### src/rtl/display_hdmi_vga_timing_det.sv
// Receive-side video timing detector.
// Recovers active-pixel coordinates from a raw HS/VS/DE stream, measures line
// and frame geometry, and reports lock once consecutive frames agree.
module display_hdmi_vga_timing_det #(
  parameter int PW          = 14,
  parameter int VW          = 12,
  parameter int LOCK_FRAMES = 3,
  parameter int SYNC_POL    = 0
) (
  input  logic          in_pclk,
  input  logic          in_rst,
  input  logic          in_hs,
  input  logic          in_vs,
  input  logic          in_de,
  output logic [PW-1:0] out_x,
  output logic [VW-1:0] out_y,
  output logic          out_de,
  output logic          out_sof,
  output logic          out_eol,
  output logic [PW-1:0] out_h_total,
  output logic [PW-1:0] out_h_active,
  output logic [VW-1:0] out_v_total,
  output logic [VW-1:0] out_v_active,
  output logic          out_locked,
  output logic          out_err
);

  localparam logic          POL    = (SYNC_POL != 0);
  localparam logic [PW-1:0] HMAX   = '1;
  localparam logic [2:0]    LOCK_N = 3'(LOCK_FRAMES);

  typedef enum logic [1:0] {
    S_SEARCH  = 2'd0,
    S_MEASURE = 2'd1,
    S_TRACK   = 2'd2
  } state_t;

  // Saturating increment for horizontal-width counters.
  function automatic logic [PW-1:0] sat_inc_h(input logic [PW-1:0] v);
    return (v == HMAX) ? v : v + 1'b1;
  endfunction

  // Saturating increment for the lock match counter.
  function automatic logic [2:0] sat_inc_m(input logic [2:0] v);
    return (v == LOCK_N) ? v : v + 1'b1;
  endfunction

  // Input registers: _p0 is the first capture, _p1 the edge-reference copy.
  logic hs_p0_q, vs_p0_q, de_p0_q;
  logic hs_p1_q, vs_p1_q, de_p1_q;

  // Coordinate path state and outputs.
  logic [PW-1:0] x_cnt_q;
  logic [VW-1:0] y_cnt_q;
  logic          de_p2_q, sof_p2_q, eol_p2_q;
  logic [PW-1:0] x_p2_q;
  logic [VW-1:0] y_p2_q;

  // Measurement state.
  logic [PW-1:0] h_cnt_q, h_len_q, dw_cnt_q, ref_w_q;
  logic          have_ref_q, incons_q;
  logic [VW-1:0] line_cnt_q, act_cnt_q;

  // Published values and FSM.
  state_t        state_q;
  logic [2:0]    match_q;
  logic [PW-1:0] h_tot_q, h_act_q;
  logic [VW-1:0] v_tot_q, v_act_q;
  logic          locked_q, err_q;

  // Edge events, all referenced to the _p0 sample.
  logic hs_start, vs_start, de_fall;
  assign hs_start = (hs_p0_q == POL) && (hs_p1_q != POL);
  assign vs_start = (vs_p0_q == POL) && (vs_p1_q != POL);
  assign de_fall  = de_p1_q && !de_p0_q;

  // Frame results as they stand including this cycle's events, so a line or
  // DE edge coincident with VS start is credited to the ending frame.
  logic [PW-1:0] h_len_d, h_act_d;
  logic [VW-1:0] v_tot_d, v_act_d;
  logic          w_mis, incons_d, h_sat_hit, same_geom;

  assign h_len_d   = hs_start ? sat_inc_h(h_cnt_q) : h_len_q;
  assign h_act_d   = have_ref_q ? ref_w_q : (de_fall ? dw_cnt_q : '0);
  assign v_tot_d   = line_cnt_q + {{(VW-1){1'b0}}, hs_start};
  assign v_act_d   = act_cnt_q + {{(VW-1){1'b0}}, de_fall};
  assign w_mis     = de_fall && have_ref_q && (dw_cnt_q != ref_w_q);
  assign incons_d  = incons_q || w_mis;
  assign h_sat_hit = !hs_start && (h_cnt_q == HMAX - 1'b1);
  assign same_geom = (h_len_d == h_tot_q) && (h_act_d == h_act_q) &&
                     (v_tot_d == v_tot_q) && (v_act_d == v_act_q) && !incons_d;

  // ---- stage p0/p1: input capture and edge reference ----
  // Register the raw syncs twice so edges are seen between the two copies.
  always_ff @(posedge in_pclk or posedge in_rst) begin
    if (in_rst) begin
      hs_p0_q <= 1'b0;
      vs_p0_q <= 1'b0;
      de_p0_q <= 1'b0;
      hs_p1_q <= 1'b0;
      vs_p1_q <= 1'b0;
      de_p1_q <= 1'b0;
    end else begin
      hs_p0_q <= in_hs;
      vs_p0_q <= in_vs;
      de_p0_q <= in_de;
      hs_p1_q <= hs_p0_q;
      vs_p1_q <= vs_p0_q;
      de_p1_q <= de_p0_q;
    end
  end

  // ---- stage p2: coordinate outputs ----
  // Pixel at _p1 is emitted with _p0 as one-cycle lookahead for end-of-line.
  always_ff @(posedge in_pclk or posedge in_rst) begin
    if (in_rst) begin
      x_cnt_q  <= '0;
      y_cnt_q  <= '0;
      de_p2_q  <= 1'b0;
      sof_p2_q <= 1'b0;
      eol_p2_q <= 1'b0;
      x_p2_q   <= '0;
      y_p2_q   <= '0;
    end else begin
      x_cnt_q  <= de_p1_q ? x_cnt_q + 1'b1 : '0;
      if (vs_start) begin
        y_cnt_q <= '0;
      end else if (de_fall) begin
        y_cnt_q <= y_cnt_q + 1'b1;
      end
      de_p2_q  <= de_p1_q;
      sof_p2_q <= de_p1_q && (x_cnt_q == '0) && (y_cnt_q == '0);
      eol_p2_q <= de_fall;
      x_p2_q   <= de_p1_q ? x_cnt_q : '0;
      y_p2_q   <= de_p1_q ? y_cnt_q : '0;
    end
  end

  // Line-level measurement: line period, DE width and per-frame reference.
  always_ff @(posedge in_pclk or posedge in_rst) begin
    if (in_rst) begin
      h_cnt_q    <= '0;
      h_len_q    <= '0;
      dw_cnt_q   <= '0;
      ref_w_q    <= '0;
      have_ref_q <= 1'b0;
      incons_q   <= 1'b0;
      line_cnt_q <= '0;
      act_cnt_q  <= '0;
    end else begin
      h_cnt_q  <= hs_start ? '0 : sat_inc_h(h_cnt_q);
      h_len_q  <= h_len_d;
      dw_cnt_q <= de_p0_q ? sat_inc_h(dw_cnt_q) : '0;
      if (vs_start) begin
        line_cnt_q <= '0;
        act_cnt_q  <= '0;
        ref_w_q    <= '0;
        have_ref_q <= 1'b0;
        incons_q   <= 1'b0;
      end else begin
        line_cnt_q <= v_tot_d;
        act_cnt_q  <= v_act_d;
        incons_q   <= incons_d;
        if (de_fall && !have_ref_q) begin
          ref_w_q    <= dw_cnt_q;
          have_ref_q <= 1'b1;
        end
      end
    end
  end

  // Lock FSM: publish geometry at frame boundaries and track stability.
  always_ff @(posedge in_pclk or posedge in_rst) begin
    if (in_rst) begin
      state_q  <= S_SEARCH;
      match_q  <= '0;
      h_tot_q  <= '0;
      h_act_q  <= '0;
      v_tot_q  <= '0;
      v_act_q  <= '0;
      locked_q <= 1'b0;
      err_q    <= 1'b0;
    end else begin
      err_q <= h_sat_hit || w_mis;
      if (vs_start) begin
        case (state_q)
          S_SEARCH: begin
            state_q <= S_MEASURE;
          end
          S_MEASURE: begin
            h_tot_q  <= h_len_d;
            h_act_q  <= h_act_d;
            v_tot_q  <= v_tot_d;
            v_act_q  <= v_act_d;
            match_q  <= '0;
            locked_q <= 1'b0;
            state_q  <= S_TRACK;
          end
          S_TRACK: begin
            if (same_geom) begin
              match_q  <= sat_inc_m(match_q);
              locked_q <= (sat_inc_m(match_q) == LOCK_N);
            end else begin
              h_tot_q  <= h_len_d;
              h_act_q  <= h_act_d;
              v_tot_q  <= v_tot_d;
              v_act_q  <= v_act_d;
              match_q  <= '0;
              locked_q <= 1'b0;
              err_q    <= 1'b1;
            end
          end
          default: begin
            state_q <= S_SEARCH;
          end
        endcase
      end
    end
  end

  assign out_x        = x_p2_q;
  assign out_y        = y_p2_q;
  assign out_de       = de_p2_q;
  assign out_sof      = sof_p2_q;
  assign out_eol      = eol_p2_q;
  assign out_h_total  = h_tot_q;
  assign out_h_active = h_act_q;
  assign out_v_total  = v_tot_q;
  assign out_v_active = v_act_q;
  assign out_locked   = locked_q;
  assign out_err      = err_q;

endmodule

### config.mk
export PLATFORM = sky130hd
export DESIGN_NAME = display_hdmi_vga_timing_det
export DESIGN_NICKNAME = d
export VERILOG_FILES = /design/src/rtl/display_hdmi_vga_timing_det.sv
export SDC_FILE = /design/constraint.sdc
export NUM_CORES = 1
export LEC_CHECK = 0
export CORE_MARGIN = 2
export CORE_UTILIZATION = 40
export CTS_BUF_LIST = sky130_fd_sc_hd__clkbuf_16
export DETAILED_ROUTE_END_ITERATION = 7
export SYNTH_ARGS = -nofsm -noshare
export SYNTH_HDL_FRONTEND = slang
export SYNTH_SLANG_ARGS = --single-unit
### constraint.sdc
create_clock -name in_pclk -period 6.9 [get_ports in_pclk]
set_input_delay 0.69 -clock in_pclk [delete_from_list [all_inputs] [get_ports in_pclk]]
set_output_delay 0.69 -clock in_pclk [all_outputs]
set_load 0.03 [all_outputs]
Word-level counts from Yosys, hierarchy flattened
Index checks and enable logic that the tools add are counted.

operators by class
  $add $sub $neg = 7
  multiply operators = 0
  div/mod/pow operators = 0
  order comparisons = 0
  equality and inequality tests = 14
  shift operators = 0
  mux-type cells = 36
  bitwise logic cells = 3
  reduce and logical (&&, ||, !) cells = 28

operator list
  kind                                                                   count
  14-bit 2-to-1 mux                                                      13
  12-bit 2-to-1 mux                                                      7
  14-bit one-hot mux with 2 select lines                                 2
  12-bit one-hot mux with 2 select lines                                 2
  14-bit by 1-bit adder with 14-bit output, second input constant        3
  14-bit equality test, second input constant                            3
  14-bit equality test                                                   2
  12-bit by 1-bit adder with 12-bit output                               2
  12-bit equality test                                                   2
  14-bit logical NOT                                                     1
  14-bit inequality test                                                 1
  1-bit logical AND                                                      13
  12-bit by 1-bit adder with 12-bit output, second input constant        1
  12-bit logical NOT                                                     1
  1-bit 2-to-1 mux                                                       7
  3-bit by 2-bit equality test with 1-bit output, second input constant  2
  3-bit 2-to-1 mux                                                       2
  2-bit one-hot mux with 3 select lines                                  1
  3-bit one-hot mux with 2 select lines                                  1
  2-bit nonzero test                                                     3
  1-bit logical NOT                                                      4
  2-bit inequality test, second input constant                           2
  2-bit AND reduction                                                    2
  3-bit by 1-bit adder with 3-bit output, second input constant          1
  other kinds (7)                                                        10

storage, ports and cells
  bits in registers = 202
  bits in latches = 0
  bits in writable memories = 0
  ROM bits = 0
  output and inout bits = 83
  memories = 0

Longest topological paths before layout
  depth in word-level cells = 12
  mapped depth = 20
  mapped depth without buffers = 13

Worst setup path after synthesis
No wires, ideal clock.

  path type = register to register
  from = register hs_p0_q
  to = register v_act_q[5] (netlist: out_v_active[5])
  arrival time = 4.607 ns
  required time = 6.772 ns
  setup slack = 2.165 ns
  stages on the path, launching flop included = 21
  period minus slack after synthesis = 4.735 ns
  path through = dfrtp_1 nand2b_1 inv_1 clkbuf_1 clkbuf_1 buf_1 buf_1 ha_1 ha_1 nand3_1 nor3_1 xnor2_1 a221oi_1 o2111ai_1 nor4_1 and4b_1 clkbuf_1 a31o_1 buf_6 buf_12 mux2_1

between the ends
  longest elaborated chain between the ends = 10
  elaborated cells on any way between the ends = 12

ends and longest elaborated chain
  what                                                                              RTL line  text
  start: declaration                                                                49        logic hs_p0_q, vs_p0_q, de_p0_q;
  start signal: assignment                                                          104       hs_p0_q <= in_hs;
  1-bit inverter *                                                                  73        assign hs_start = (hs_p0_q == POL) && (hs_p1_q != POL);
  1-bit logical AND *                                                               73
  branches (longest 3 deep; another with 12-bit by 1-bit adder with 12-bit output)  --
  1-bit logical AND *                                                               90        assign same_geom = (h_len_d == h_tot_q) && (h_act_d == h_act_q) &&
  1-bit logical AND * (2 in series)                                                 91        (v_tot_d == v_tot_q) && (v_act_d == v_act_q) && !incons_d;
  2-bit inequality test (no line) *                                                 --
  3-bit AND reduction (no line) *                                                   --
  end signal: assignment                                                            194       v_act_q <= v_act_d;
  end signal: assignment                                                            207       v_act_q <= v_act_d;
  end: declaration                                                                  68        logic [VW-1:0] v_tot_q, v_act_q;

Every way passes the cells marked *.
A chain may end at the register's enable or synchronous reset.

Worst setup path in the final report
Ends and elaborated chain as after synthesis.

==> results.sh <==
export IMPL_synth_cells=1026
export IMPL_ctsHoldBuffers=0
export IMPL_synth_edff_count=0
export IMPL_synth_simple_area_share_pct=20.0
export IMPL_clock_sinks=202
export IMPL_place_gp_congestion=0.857
export IMPL_slew_violations=0
export IMPL_clock_skew_ns=0.00882
export IMPL_root_buffer="clkbuf_16"
export IMPL_drt_first_pass_iters=5
export IMPL_rows=59
export IMPL_core_area_mm2=0.0258
export IMPL_cts_htree_levels=1
export IMPL_ant_nets=0
export IMPL_wire_per_inst_um=17.7
export IMPL_synth_flop_cell="dfrtp_1"
export IMPL_via_per_inst=5.39
export IMPL_ys_ff_latch=202
export IMPL_cts_setup_buffers=0
export IMPL_die_area_mm2=0.0273
export IMPL_port_buffers=87
export IMPL_setup_viol=0
export IMPL_grt_max_degree=139
export IMPL_drc=0
export IMPL_numCtsBuffers=23
export IMPL_hpwl_mm=17.5
export IMPL_num_antenna_cells=0
export IMPL_grt_remaining_overflow=0
export IMPL_relSlewSlack_pct=24.4
export IMPL_synth_top_family_by_area="simple AND/OR/NAND/NOR gates"
export IMPL_min_period_over_period_pct=72.9
export IMPL_crit_type="reg2reg"
export IMPL_crit_top_cell="ha_1"
export IMPL_layout_commonest_cell="dfrtp_1"
export IMPL_tritoncts="built"
export IMPL_drive_above_1_share_pct=8.04
export IMPL_synth_seq_area_share_pct=48.5
export IMPL_cts_path_max_buffers=3
export IMPL_cp_end_kind="flop"
export IMPL_yosysTopAreaCell="dfrtp_1"
export IMPL_synth_xor_xnor_area_share_pct=7.82
export IMPL_dp_cells=1402
export IMPL_fmax_ghz=0.199
export IMPL_synth_distinct_cells=76
export IMPL_syn_area_mm2=0.0104
export IMPL_fin_crit_ns=5.03
export IMPL_layout_nets=1113
export IMPL_worstMarginPinSlew_ns=1.13
export IMPL_crit_arrival_ns=5.43
export IMPL_mostFrequentLayoutCells="dfrtp_1, nand2_1, clkdlybuf4s50_1"
export IMPL_synth_adder_area_share_pct=1.92
export IMPL_first_iter_violations=489
export IMPL_antenna_found_initial=0
export IMPL_hold_violations=0
export IMPL_outcome="complete, no violations"
export IMPL_grt_pass1_wl_mm=41.9
export IMPL_synthDominantCellAreaShare_pct=48.5
export IMPL_async_flop_share_pct=100
export IMPL_hp_class="reg2reg"
export IMPL_clkTransAtPathRegs_ns=0.06
export IMPL_track_usage_pct=19.3
export IMPL_post_cts_resized=0
export IMPL_leakage_nw=5.56
export IMPL_peakVddDrop_v=0.000190
export IMPL_clk_latency_ns=0.52
export IMPL_syn_area_per_cell_um2=10.2
export IMPL_fp_dieW_um=165
export IMPL_maxCapViolations=0
export IMPL_totalWireLength_mm=25.5
export IMPL_critPathMaxStageDelay_ns=0.93
export IMPL_power_density_mw_per_mm2=262
export IMPL_rsz0062_at_grt="false"
export IMPL_via_count=7773
export IMPL_cp_max_fo=52
export IMPL_finalSetupTns_ns=0
export IMPL_synth_compound_area_share_pct=9.98
export IMPL_cp_slowest_cell="a31o_4"
export IMPL_io_pin_count=88
export IMPL_reg2reg_slack_ns=1.87
export IMPL_synth_area_mux_share_pct=7.18
export IMPL_syn_nets=1047
export IMPL_crit_required_ns=7.30
export IMPL_path_cells="nand2b_1 > inv_1 > buf_4 > ha_1 > ha_1 > nand3_1 > nor3_1 > xnor2_1 > a221oi_1 > o2111ai_1 > nor4_1 > and4b_1 > a31o_4 > mux2_1"
export IMPL_synth_area_leaders="dfrtp_1, mux2_4, xnor2_1, xor2_1, nand2_1"
export IMPL_fin_cells=1442
export IMPL_grt_pass1_vias=7835
export IMPL_area_growth_pct=17.5
export IMPL_start_util_pct=40.3
export IMPL_die_y_um=165
export IMPL_start_kind="flop"
export IMPL_synth_warnings=0
-- sequential cells by signal, summed over array words and instances (netlist names), 12 cells and up --
register,count
out_v_total,12
out_x,14
ref_w_q,14
dw_cnt_q,14
act_cnt_q,12
line_cnt_q,12
out_y,12
out_v_active,12
out_h_total,14
x_cnt_q,14
h_cnt_q,14
out_h_active,14
h_len_q,14
y_cnt_q,12
-- logic make-up (layout without fill, tap and decap cells) --
family | after synthesis | count (layout)
DFF | 202 | 202
xor gates and xnor gates | 93 | 93
buffers and inverters | 100 | 181
adders and majority gates | 16 | 16
AOI/OAI and AO/OA | 155 | 155
and+or+nand+nor | 401 | 401
muxes | 59 | 59
-- cells in the mapped netlist, types with 21 or more instances --
| master | number |
|---|---|
| mux2i_1 | 23 |
| nor2_1 | 77 |
| xnor2_1 | 47 |
| xor2_1 | 46 |
| and2_1 | 40 |
| mux2_4 | 30 |
| a21oi_1 | 39 |
| nor3_1 | 24 |
| nand3_1 | 42 |
| clkbuf_1 | 34 |
| inv_1 | 47 |
| nand2_1 | 99 |
| o21ai_0 | 40 |
| nand4_1 | 21 |
| dfrtp_1 | 202 |
-- path summary, 6_finish.rpt --
check                                       start                           to  depth (start not counted)
worst min register to register  hs_p0_q$_DFF_PP0_            hs_p1_q$_DFF_PP0_                          0
worst max-delay path            hs_p0_q$_DFF_PP0_  out_v_active[5]$_DFFE_PP0P_                         14
max in group asynchronous                  in_rst         h_cnt_q[6]$_DFF_PP0_                          3
worst max register to register  hs_p0_q$_DFF_PP0_  out_v_active[5]$_DFFE_PP0P_                         14
min in group asynchronous                  in_rst  out_v_active[3]$_DFFE_PP0P_                          2
worst min-delay path            hs_p0_q$_DFF_PP0_            hs_p1_q$_DFF_PP0_                          0
-- per-stage QoR --
stage	area (um^2)	setup slack, ns	hold slack [ns]	util, %	total power, mW
5_1_grt	12200	1.47	0.395	47.4	3.36
4_1_cts	12200	1.90	0.368	47.4	3.24
6_report	12200	1.87	0.366	47.4	3.21
2_1_floorplan	10400	0.699	0.346	-	1.81
3_5_place_dp	11500	1.91	0.354	44.5	2.01
3_3_place_gp	11500	2.13	0.353	44.5	2.00
-- final cells by class --
cell class	instances	area, um^2
clock buffers	23	576
clock inverters	17	174
fillers	2429	13600
inverters	47	184
multi-input cells	724	4900
flip-flops and latches	202	5050
well taps	335	419
repair buffers	94	923
-- worst max-delay path, delay by kind of cell (launching register included) --
family	cells	cell delay [ns]
simple gates	5	1.51
compound gates	3	1.43
fa+ha+maj	2	0.53
buf+inv	2	0.44
mux	1	0.38
flops	1	0.37
xor+xnor	1	0.17
-- layer usage --
layer	part of all wire (%)	vias up	routed length (um)	track usage (%)
met4	1.9	0	484	4.62
met2	47	181	12100	32.0
li1	-	3690	-	-
met1	46	3868	11700	26.6
met3	4.9	34	1250	3.22
met5	0	-	0	0
-- where the power goes --
part,internal (mW),switching (mW)
Clock,0.723,0.502
Combinational,0.265,0.342
Sequential,1.27,0.110
Note: power is estimated with default switching activity, not from simulation.
==> variant 1, RTL diff (same settings) <==
Encoding of `state_t`: now one-hot (3 bits for 3 states).
--- a/src/rtl/display_hdmi_vga_timing_det.sv
+++ b/src/rtl/display_hdmi_vga_timing_det.sv
@@ -29,10 +29,10 @@
   localparam logic [PW-1:0] HMAX   = '1;
   localparam logic [2:0]    LOCK_N = 3'(LOCK_FRAMES);
 
-  typedef enum logic [1:0] {
-    S_SEARCH  = 2'd0,
-    S_MEASURE = 2'd1,
-    S_TRACK   = 2'd2
+  typedef enum logic [2:0] {
+    S_SEARCH  = 3'b001,
+    S_MEASURE = 3'b010,
+    S_TRACK   = 3'b100
   } state_t;
 
   // Saturating increment for horizontal-width counters.
Behaviour: same outputs for any inputs over 10 cycles, from zero or initial values and one cycle with in_rst high; not proved beyond that.
==> variant 1 against the original RTL <==
Sequential share of layout area is 1.3 points higher; area after synthesis is 3.0% lower; total power is 5.2% lower; fmax is 7.8% higher; worst hold slack better by 9.0 ps; routed wire length is 6.8% lower; setup slack better by 370 ps; global-route usage is 0.93 points lower; design area is 2.6% lower; sequential cell count is 1 higher.
==> variant 1: results (changes against the original RTL) <==
Clock network
  • Buffer depth of the longest clock path: 3 (unchanged)
  • Clk Latency, worst-skew pair: roughly 500 ps
  • H-tree depth: 1 (unchanged)
  • CTS clk-pin slew, worst paths: 60 ps (about the same)
  • Clock buffer count from CTS: 23 (unchanged)
  • Post-CTS resize count: 0 (unchanged)
  • # Post-CTS Setup Buffers: 0 (unchanged)
  • Root Buffer: clkbuf_16

Logic synthesis
  • Synth Warn #: 0 (unchanged)
  • Syn_nets: 992 (-5.3%)
  • Sequential area share after synthesis: 0.503 (+0.0174)
  • Synth area leaders: dfrtp_1, xnor2_1, xor2_1
  • Number of library cell types mapped by synthesis: 70 (-7.9%)
  • FFs w/ async S/R, synth: 1.00 (unchanged)
  • Top cells by count, synth: dfrtp_1, nand2_1, nor2_1
  • Mean Syn Cell Area: 10.4 µm² (+2.1%)
  • Ys flop type: dfrtp_1

Timing
  • Clk_skew: 13.1 ps (+4.30 ps)
  • Number of setup violations in the final report: 0 (unchanged)
  • Slew @ Worst Pin: 992 ps (-142 ps)

Layout
  • Final nets: 1066 (-4.2%)
  • Fillers: 2358 (-2.9%)
  • Share of cells above drive strength 1: 0.0695 (-0.0108)
  • # diodes: 0 (unchanged)
  • Fin cells: 1394 (-3.3%)

Place
  • # port buffers: 87 (unchanged)
  • DP HPWL: 16.3 mm (-6.7%)
  • Placed inst area: 11200 µm² (-2.1%)
  • Global placer's final weighted congestion: 0.834 (-2.6%)

Status
  • Status: completed

Route
  • Pre-antenna DRT Iters: 4 (-1)
  • Via density: 5.22 (-3.1%)
  • Drt first-iter violations: 491 (+0.41%)
  • Routed len/inst: 17.1 µm (-3.6%)

GRT
  • Number of global-route vias before repair: 7194 (-8.2%)
  • First-pass GRT wire length: 39.1 mm (-6.7%)
  • Gr usage total: 0.184 (-0.00930)
  • Largest net degree at the start of global routing: 138 (-0.72%)
  • Initial antenna violation count: 0 (unchanged)

Worst hold path
  • Worst min-delay path category: reg2reg

Critical path
  • Worst Path Arrival: 5050 ps (-380 ps)
  • CP max FO: 46 (-12%)
  • R2r setup slk: 2230 ps (+370 ps)

Pwr
  • LEAKAGE: 5.22 nW (-6.0%)
  • Worst vdd ir: 0.143 mV (-25%)
[variant 1: cell count changes after synthesis, moves of 8 or more]
cell      unedited run  this run
clkbuf_1            34        26
and2_1              40        51
o21ai_0             40        32
nand2_1             99        86
and3_1               6        17
a21oi_1             39        31
nor2b_1             18         8
xnor2_1             47        58
[variant 1: through the flow]
stage	hold slack [ps]	setup slack, ps	power [mW]	util
6_report	375	2230	3.04	0.477
5_1_grt	403	1820	3.20	0.477
4_1_cts	373	2210	3.09	0.477
3_5_place_dp	366	2240	1.95	0.450
3_3_place_gp	350	2300	1.95	0.450
2_1_floorplan	346	673	1.77	-
[variant 1: worst max-delay path, stage by stage (launching register included)]
cell and delay [ps]:
dfrtp_1 350, buf_4 320, nor2b_1 170, buf_4 200
ha_1 260, ha_1 240, nand2_1 140, nor2_1 210
xnor2_1 130, a2111oi_0 530, o2111ai_1 270, nor4_1 350
and4_4 320, a31oi_4 180, buf_4 440, mux2_4 400
[variant 1: routing by layer]
layer / vias up / share of wire / global-route usage
li1: 3531 / - / -
met1: 3590 / 0.48 / 0.269
met2: 133 / 0.46 / 0.290
met3: 27 / 0.041 / 0.0288
met4: 0 / 0.015 / 0.0386
met5: - / 0 / 0
[variant 1: path summary, 6_finish.rpt]
| check | from | endpoint | depth (start not counted) |
|---|---|---|---|
| min reg2reg | hs_p0_q | hs_p1_q | 0 |
| min | hs_p0_q | hs_p1_q | 0 |
| max reg2reg | de_p1_q | out_h_total[7] | 15 |
| min in group asynchronous | in_rst | out_x[7] | 2 |
| max in group asynchronous | in_rst | h_cnt_q[3] | 3 |
| max | de_p1_q | out_h_total[7] | 15 |
[variant 1: logic make-up after synthesis]
family,synth area share
mux,0.0677
buf+inv,0.0369
fa+ha+maj,0.0149
xor+xnor,0.0949
flops,0.503
compound gates,0.0874
simple gates,0.196
[variant 1: where the power goes]
| group | internal [mW] | switching [mW] |
|---|---|---|
| clock network | 0.637 | 0.478 |
| logic | 0.241 | 0.302 |
| registers | 1.27 | 0.110 |
| total | 2.15 | 0.890 |
[variant 1: area by class of cell]
cell class | instances | area share
multi-input cells | 685 | 0.391
clock buffers | 23 | 0.0483
repair buffers | 94 | 0.0775
inverters | 42 | 0.0139
flip-flops and latches | 203 | 0.426
well taps | 330 | 0.0346
clock inverters | 17 | 0.00829
==> variant 2, RTL diff (config.mk and constraints unchanged) <==
Without the edit above. Change the parameter `PW` from 14 to 28.
--- a/src/rtl/display_hdmi_vga_timing_det.sv
+++ b/src/rtl/display_hdmi_vga_timing_det.sv
@@ -2,7 +2,7 @@
 // Recovers active-pixel coordinates from a raw HS/VS/DE stream, measures line
 // and frame geometry, and reports lock once consecutive frames agree.
 module display_hdmi_vga_timing_det #(
-  parameter int PW          = 14,
+  parameter int PW          = 28,
   parameter int VW          = 12,
   parameter int LOCK_FRAMES = 3,
   parameter int SYNC_POL    = 0
Interface: changed (resized out_h_active, out_h_total and out_x); port bits go from 88 to 130. The function was not compared with the original's and may differ.
==> variant 2 against the original RTL <==
Design area rose by 53%; synthesized cell count rose by 52%; die area increased by 52%; critical endpoint is now out_h_total[17]; core utilization fell by 0.17 points; sequential cell count grew 112; combinational power grew 17%; area after synthesis grew 54%; setup slack got worse by 300 ps; total power is 40% higher; largest power group unchanged; via count rose by 51%; non-clock buffer count grew 49; clock skew up 9.3 ps; routed wire length grew 60%.
==> variant 2: results (changes against the original RTL) <==
Status
  • Status: completed

Route
  • WL final: 40.8 mm (+60%)
  • Drt first-iter violations: 962 (+97%)
  • Via Count: 11.8k (+51%)
  • Routed len/inst: 18.5 µm (+4.3%)

Place
  • Placed inst area: 17700 µm² (+54%)
  • DP HPWL: 29.0 mm (+66%)
  • Global placer's final weighted congestion: 0.924 (+7.9%)
  • Dpl cells: 2145 (+53%)
  • # port buffers: 129 (+48%)

Clock network
  • H-tree depth: 2 (+1)
  • Clk Latency, worst-skew pair: 550 ps (+30 ps)
  • Clock buffer count from CTS: 37 (+61%)

GRT
  • Initial antenna violation count: 1 (+1)
  • First-pass GRT wire length: 65.2 mm (+55%)
  • Largest net degree at the start of global routing: 170 (+22%)
  • Gr usage total: 0.199 (+0.00604)

Pwr
  • Total sequential power: 2.04 mW (+48%)
  • Worst vdd ir: 0.166 mV (-13%)
  • Switch share: 0.285 (-0.0124)
  • Internal power: 3.20 mW (+42%)
  • Logic pwr share: 0.159 (-0.030)

Logic synthesis
  • Syn Inst Count: 1560 (+52%)
  • Sequential area share after synthesis: 0.491 (+0.00576)
  • Number of library cell types mapped by synthesis: 74 (-2.6%)
  • Synth area leaders: dfrtp_1, xnor2_1, xor2_1

Critical path
  • Worst Path Arrival: 5750 ps (+320 ps)
  • CP max FO: 32 (-38%)

Timing
  • Clk_skew: 18.1 ps (+9.27 ps)
  • Fin Hold WS: 369 ps (+3.08 ps)
  • Worst slew margin: 0.244 (about the same)

Layout
  • Share of cells above drive strength 1: 0.0706 (-0.00977)
  • Final nets: 1680 (+51%)
## variant 2: changes by cell type after synthesis, sizes merged, moves of 22 or more
cell   change
and2      +30
dfrtp    +112
nand2     +55
nor2      +41
xor2      +28
xnor2     +77
nand4     +22
## variant 2: cell type report
type,count,area [µm²]
Inverter,61,233
Sequential cell,314,7860
Multi-Input combinational cell,1102,7490
Clock inverter,28,123
Tap cell,525,657
Fill cell,3783,20900
Clock buffer,37,926
Timing Repair Buffer,143,1420
## variant 2: per-layer routing
layer / up-vias / track usage / wire length (µm)
li1: 5584 / - / -
met1: 5829 / 0.272 / 18200
met2: 285 / 0.323 / 19300
met3: 76 / 0.0287 / 2000
met4: 2 / 0.0745 / 1290
met5: - / 0 / 13
## variant 2: critical path, stage by stage (launching register included)
cell	delay, ps
dfrtp_1	790
nor3b_4	590
buf_4	400
a22oi_1	180
xnor2_1	200
nor4_1	330
nand4_1	170
or4_1	450
a2111oi_0	400
and4_1	350
a31o_4	590
buf_4	420
mux2_4	330
## variant 2: worst paths after layout
path,from,to,depth (start not counted)
hold / removal,hs_p0_q,hs_p1_q,0
setup reg to reg,have_ref_q,out_h_total[17],12
setup / recovery,have_ref_q,out_h_total[17],12
min in group asynchronous,in_rst,h_cnt_q[4],2
max in group asynchronous,in_rst,out_locked,3
hold reg to reg,hs_p0_q,hs_p1_q,0
## variant 2: logic make-up (layout without fill, tap and decap cells)
group,count (synthesis),count (layout),share of synthesized area
AND/OR/NAND/NOR,593,593,0.192
flip-flops,314,314,0.491
AO/OA/AOI/OAI,209,209,0.0852
XOR/XNOR,199,199,0.110
buffers and inverters,144,269,0.0426
multiplexers,85,85,0.0667
adder cells (fa/ha/maj),16,16,0.0125
